$ cat src/rtl/div_exerciser_pkg.sv
// rtl/div_exerciser_pkg.sv - shared width, latency and operand types for the divider self-test
package div_exerciser_pkg;

    localparam int W       = 16;
    localparam int LATENCY = W;

    typedef logic [W-1:0] operand_t;

    localparam operand_t DIV0_QUOT = '1;

endpackage

$ cat src/rtl/div_pipe.sv
// rtl/div_pipe.sv - W-stage pipelined unsigned restoring divider with valid and operand sideband
module div_pipe
    import div_exerciser_pkg::*;
(
    input  logic     CLK,
    input  logic     RESET,
    input  logic     in_valid,
    input  operand_t numer,
    input  operand_t denom,
    output logic     out_valid,
    output operand_t quotient,
    output operand_t remain,
    output operand_t out_numer,
    output operand_t out_denom
);

    logic     valid_q [LATENCY];
    operand_t rem_q   [LATENCY];
    operand_t dvd_q   [LATENCY];
    operand_t den_q   [LATENCY];
    operand_t num_q   [LATENCY];
    operand_t rem_d   [LATENCY];
    operand_t dvd_d   [LATENCY];

    // dvd shifts dividend bits out at the top while quotient bits shift in at the bottom,
    // so after the last stage it holds the full quotient. A zero divisor always subtracts,
    // giving all-ones quotient and remainder equal to the numerator without special casing.
    for (genvar s = 0; s < LATENCY; s++) begin : g_stage
        operand_t   rem_in;
        operand_t   dvd_in;
        operand_t   den_in;
        logic [W:0] trial;
        logic       ge;

        if (s == 0) begin : g_head
            assign rem_in = '0;
            assign dvd_in = numer;
            assign den_in = denom;
        end else begin : g_body
            assign rem_in = rem_q[s-1];
            assign dvd_in = dvd_q[s-1];
            assign den_in = den_q[s-1];
        end

        assign trial    = {rem_in, dvd_in[W-1]};
        assign ge       = trial >= {1'b0, den_in};
        assign rem_d[s] = ge ? operand_t'(trial - {1'b0, den_in}) : trial[W-1:0];
        assign dvd_d[s] = {dvd_in[W-2:0], ge};
    end

    always_ff @(posedge CLK or negedge RESET) begin
        if (!RESET) begin
            for (int s = 0; s < LATENCY; s++) valid_q[s] <= 1'b0;
        end else begin
            valid_q[0] <= in_valid;
            for (int s = 1; s < LATENCY; s++) valid_q[s] <= valid_q[s-1];
        end
    end

    always_ff @(posedge CLK) begin
        den_q[0] <= denom;
        num_q[0] <= numer;
        for (int s = 1; s < LATENCY; s++) begin
            den_q[s] <= den_q[s-1];
            num_q[s] <= num_q[s-1];
        end
        for (int s = 0; s < LATENCY; s++) begin
            rem_q[s] <= rem_d[s];
            dvd_q[s] <= dvd_d[s];
        end
    end

    assign out_valid = valid_q[LATENCY-1];
    assign quotient  = dvd_q[LATENCY-1];
    assign remain    = rem_q[LATENCY-1];
    assign out_numer = num_q[LATENCY-1];
    assign out_denom = den_q[LATENCY-1];

endmodule

$ cat src/rtl/div_exerciser.sv
// rtl/div_exerciser.sv - divider built-in self-test: operand stream, pipelined divide, result checker
module div_exerciser
    import div_exerciser_pkg::*;
#(
    parameter operand_t NUMER_INIT = 16'd100,
    parameter operand_t NUMER_STEP = 16'd1,
    parameter operand_t DENOM_INIT = 16'd7
) (
    input  logic     CLK,
    input  logic     RESET,
    input  logic     en,
    output operand_t numer,
    output operand_t denom,
    output operand_t quotient,
    output operand_t remain,
    output logic     res_valid,
    output logic     err,
    output operand_t err_cnt,
    output operand_t res_cnt
);

    logic           p_valid;
    operand_t       p_quot;
    operand_t       p_rem;
    operand_t       p_numer;
    operand_t       p_denom;
    operand_t       chk_numer;
    operand_t       chk_denom;
    logic [2*W-1:0] prod;
    logic           pass;

    always_ff @(posedge CLK or negedge RESET) begin
        if (!RESET) begin
            numer <= NUMER_INIT;
            denom <= DENOM_INIT;
        end else if (en) begin
            numer <= numer + NUMER_STEP;
            denom <= denom + 1'b1;
        end
    end

    div_pipe u_pipe (
        .CLK       (CLK),
        .RESET     (RESET),
        .in_valid  (en),
        .numer     (numer),
        .denom     (denom),
        .out_valid (p_valid),
        .quotient  (p_quot),
        .remain    (p_rem),
        .out_numer (p_numer),
        .out_denom (p_denom)
    );

    always_ff @(posedge CLK or negedge RESET) begin
        if (!RESET) begin
            res_valid <= 1'b0;
            quotient  <= '0;
            remain    <= '0;
            chk_numer <= '0;
            chk_denom <= '0;
        end else begin
            res_valid <= p_valid;
            if (p_valid) begin
                quotient  <= p_quot;
                remain    <= p_rem;
                chk_numer <= p_numer;
                chk_denom <= p_denom;
            end
        end
    end

    // Reconstruct the numerator in double width so a wrong quotient cannot alias via overflow.
    always_comb begin
        prod = (2*W)'(quotient) * (2*W)'(chk_denom) + (2*W)'(remain);
        pass = 1'b0;
        if (chk_denom == '0)
            pass = (quotient == DIV0_QUOT) && (remain == chk_numer);
        else
            pass = (prod == (2*W)'(chk_numer)) && (remain < chk_denom);
    end

    always_ff @(posedge CLK or negedge RESET) begin
        if (!RESET) begin
            err     <= 1'b0;
            err_cnt <= '0;
            res_cnt <= '0;
        end else if (res_valid) begin
            if (res_cnt != '1) res_cnt <= res_cnt + 1'b1;
            if (!pass) begin
                err <= 1'b1;
                if (err_cnt != '1) err_cnt <= err_cnt + 1'b1;
            end
        end
    end

endmodule

$ cat config.mk
export PLATFORM = sky130hd
export DESIGN_NAME = div_exerciser
export DESIGN_NICKNAME = d
export VERILOG_FILES = /design/src/rtl/div_exerciser_pkg.sv /design/src/rtl/div_pipe.sv /design/src/rtl/div_exerciser.sv
export SDC_FILE = /design/constraint.sdc
export NUM_CORES = 2
export LEC_CHECK = 0
export CAP_MARGIN = 10
export CORE_MARGIN = 1.5
export CORE_UTILIZATION = 55
export DETAILED_ROUTE_END_ITERATION = 10
export GPL_ROUTABILITY_DRIVEN = 0
export GPL_TIMING_DRIVEN = 0
export PLACE_DENSITY = 0.78
export SETUP_SLACK_MARGIN = 0.2
export SLEW_MARGIN = 15
export SYNTH_ARGS = -nofsm -noshare
export SYNTH_HDL_FRONTEND = slang
export SYNTH_HIERARCHICAL = 1
export SYNTH_SLANG_ARGS = --single-unit
export TNS_END_PERCENT = 50
$ cat constraint.sdc
create_clock -name CLK -period 7.9 [get_ports CLK]
set_input_delay 1.58 -clock CLK [delete_from_list [all_inputs] [get_ports CLK]]
set_output_delay 1.58 -clock CLK [all_outputs]
set_load 0.02 [all_outputs]
==> summary.txt <==
Post-Layout Cell Count - 6167
Hold Fails Final Rpt - 0
Hold Path Class - flop to flop
Top FF cell, synth - dfxtp_1
Post-synth cell types - 100
Placed instance count - 5964
Fillers - 6728
Slew Viols, Final - 0
Flops & latches, synth - 1050
Final net count - 5519
Die Width - 301 um
CTS Hold Buffers Added - 0
Fmax - 133 MHz
HP Start - u_pipe/dvd_q[1][28]
Buffers on Ports - 100
Final setup viols - 0
Post-synth net total - 5303
Vias after detailed routing - 33900
GRT overflow - 0
Slowest CP cell - fa_1
CP max stage delay - 580 ps
Slew margin rel. - 34.5%
Multi-input logic area - 24100 um^2
Syn Inst Count - 4708
CP Max Fanout - 10
CTS tree - built
CP top delay family - adder cells
Initial antenna violation count - 0
WL/cell - 17.4 um
Overall routing resource usage - 23.8%
Min Tclk post-route - 7530 ps
R2r startpoint - quotient[5]
Data required time at the worst endpoint - 8450 ps
Final ANT Viol Nets - 0
Hold depth - 0
FP Rows - 108
First-pass GRT wire length - 173000 um
H-tree level count - 3
Clock root cell - clkbuf_16
Synth warn - 6
Clk Latency, worst-skew pair - 680 ps
Crit path DAT - 8080 ps
Vias in the first global route - 33500
Worst setup EP type - flop
Share of layout cells above drive strength 1 - 10.9%
Bufs and invs on worst path - 5
Die area - 90300 um^2
FF+latch area - 21800 um^2
Largest net degree at the start of global routing - 98
Via/cell ratio - 5.49
Hold endpoint - u_pipe/dvd_q[1][45]
Sequential area share after synthesis - 44.7%
Inserted Clock Buffers - 100
DR pass1 iterations - 7
Critical path type - flop to flop
Worst path cell trace - buf_6 -> buf_4 -> nand2_1 -> fa_1 -> fa_1 -> fa_1 -> fa_1 -> fa_1 -> fa_1 -> inv_1 -> ha_1 -> nand2_1 -> o32ai_2 -> a211o_2 -> o21a_1 -> a2111oi_1 -> o22ai_1 -> a2111o_1 -> nor4_4 -> buf_6 -> buf_6 -> nor2_1 -> or2_1
Core box area - 87300 um^2
N_diodes - 0
DRT iter0 DRCs - 2421
HPWL after DPL - 80200 um
Area Overhead vs Synth - 13.0%
Skew final - 33.2 ps
Clock transition at path regs - 70 ps
Starting Density - 55.8%
Crit share post-route - 95.3%
Mean post-synth cell area - 10.3 um^2
RSZ-0062 raised after global routing - no
Post-synth ARST share - 13.9%
Mapped Area - 48700 um^2
Routed WL - 108000 um
Max-cap violations - 0
DRC viols - 0
IO Pins - 101
CP most frequent cell - fa_1
Status - finished, final reports clean
Worst R2R Path Depth - 23
DIE HEIGHT - 301 um
# clock sinks - 1050
Reg2reg end - err
Post-synth EDFFs - 0
CP Launch Type - flop
Clock buffer depth - 3
Flop-to-flop setup slack - 370 ps
Worst slew pin tran - 974 ps
-- layout by cell type, fill, tap and decap left out, types with 25 or more instances in the layout --
cell             netlist  routed
xnor2_1              169     169
nor4_1                27      26
and3_1                25      25
nor2_1               198     198
clkbuf_16              0     104
buf_4                 53      77
o21a_1                52      52
inv_1                523     523
dfxtp_1              904     904
fa_1                 225     225
nor2b_1               40      40
nand4_1               66      66
dfrtp_1              140     129
o21ai_0              224     223
nor3_1                46      46
and2_1                90      90
clkbuf_1              88      48
ha_1                 367     367
a21o_1                66      66
nand2b_1              44      44
nand2_1              417     416
a21oi_1              228     226
xor2_1                99      99
mux2_2               160     160
clkdlybuf4s50_1        0      99
nand3_1               67      67
-- how the worst max path moves through the flow --
| stage | depth (start not counted) | to | slack [ps] | start |
|---|---|---|---|---|
| after floorplan | 23 | err | 390 | quotient[4] |
| after global placement | 1 | numer[9] | -1200 | RESET |
| after detailed placement | 23 | err | -1040 | quotient[5] |
| after CTS | 23 | err_cnt[7] | 230 | quotient[5] |
| after global routing | 24 | err_cnt[7] | 180 | chk_denom[13] |
| final | 23 | err | 370 | quotient[5] |
-- state kept, by name (all words and copies together) (netlist names), 16 cells and up --
signal and count:
chk_denom 16, remain 16, u_pipe/rem_q 256, chk_numer 16, res_cnt 16, err_cnt 16
u_pipe/den_q 256, quotient 16, numer 16, u_pipe/num_q 137, u_pipe/dvd_q 255, denom 16
-- synth_stat cells, types with 17 or more instances --
cell type	instances	area, um^2
o31a_1	21	184
nor3_1	46	230
a21o_1	66	495
ha_1	367	4590
nor4_1	27	169
inv_1	523	1960
clkbuf_1	88	330
xor2_1	99	867
a21boi_0	19	143
xnor2_1	169	1480
dfrtp_1	140	3500
mux2i_1	24	240
buf_4	53	398
nand2_1	417	1570
o31ai_1	17	128
nor2_1	198	743
nand4_1	66	413
mux2_2	160	1800
nor2b_1	40	250
nand2b_1	44	275
a21oi_1	228	1140
dfxtp_1	904	18100
o21a_1	52	390
fa_1	225	4500
a31oi_1	24	150
nand3_1	67	335
buf_2	20	100
and2_1	90	563
and3_1	25	156
o21ai_0	224	1120
a211oi_1	21	158
-- metal layers --
metal | share of wire [%] | vias to the layer above | GRT usage [%]
li1 | - | 16200 | -
met1 | 42 | 16300 | 31.1
met2 | 47 | 1135 | 39.7
met3 | 6.6 | 250 | 4.03
met4 | 3.7 | 0 | 9.12
met5 | 0 | - | 0
-- cell families (layout without fill, tap and decap cells) --
family / count (synthesis) / after routing / share of synthesized area [%]
DFF: 1050 / 1050 / 44.7
xor gates and xnor gates: 268 / 268 / 4.82
and+or+nand+nor: 1081 / 1081 / 10.7
muxes: 185 / 185 / 4.22
AOI/OAI and AO/OA: 833 / 833 / 11.0
buffers and inverters: 699 / 1003 / 5.94
adders and majority gates: 592 / 592 / 18.7
-- area by class of cell --
class / count / area share (%)
multi-input cells: 2959 / 43.8
flip-flops and latches: 1050 / 39.6
clock buffers: 129 / 5.08
inverters: 523 / 3.57
well taps: 1155 / 2.63
repair buffers: 114 / 2.06
plain buffers: 176 / 2.06
clock inverters: 61 / 1.21
-- per-stage QoR --
stage / cell area [um^2] / util (%) / hold WS, ps / TNS (ps) / worst slack, ps
after floorplan: 48700 / - / 310 / 0 / 395
after global placement: 51100 / 58.6 / 310 / -178420 / -1200
after detailed placement: 51200 / 58.6 / 312 / -16310 / -1040
after CTS: 54800 / 62.7 / 294 / 0 / 226
after global routing: 55000 / 63.0 / 299 / 0 / 179
final: 55000 / 63.0 / 299 / 0 / 375
-- worst reg2reg max path, cell delays in order (launching register included) --
cell and delay [ps]:
dfrtp_1 460, buf_6 220, buf_4 250, nand2_1 110, fa_1 510, fa_1 520, fa_1 540, fa_1 450
fa_1 580, fa_1 560, inv_1 40, ha_1 400, nand2_1 260, o32ai_2 160, a211o_2 370, o21a_1 200
a2111oi_1 410, o22ai_1 160, a2111o_1 400, nor4_4 250, buf_6 180, buf_6 150, nor2_1 60, or2_1 210
-- what timing repair did --
action / 4_1_cts / 5_1_grt
endpoints found under the setup margin: 17 / 17
pin swaps: 1 / 1
resized for setup: 64 / 132
gates cloned: 0 / 0
setup buffers: 2 / 11
Power is not shown: default switching activity piles up to over one toggle a cycle in this logic, so the estimate is an artifact.
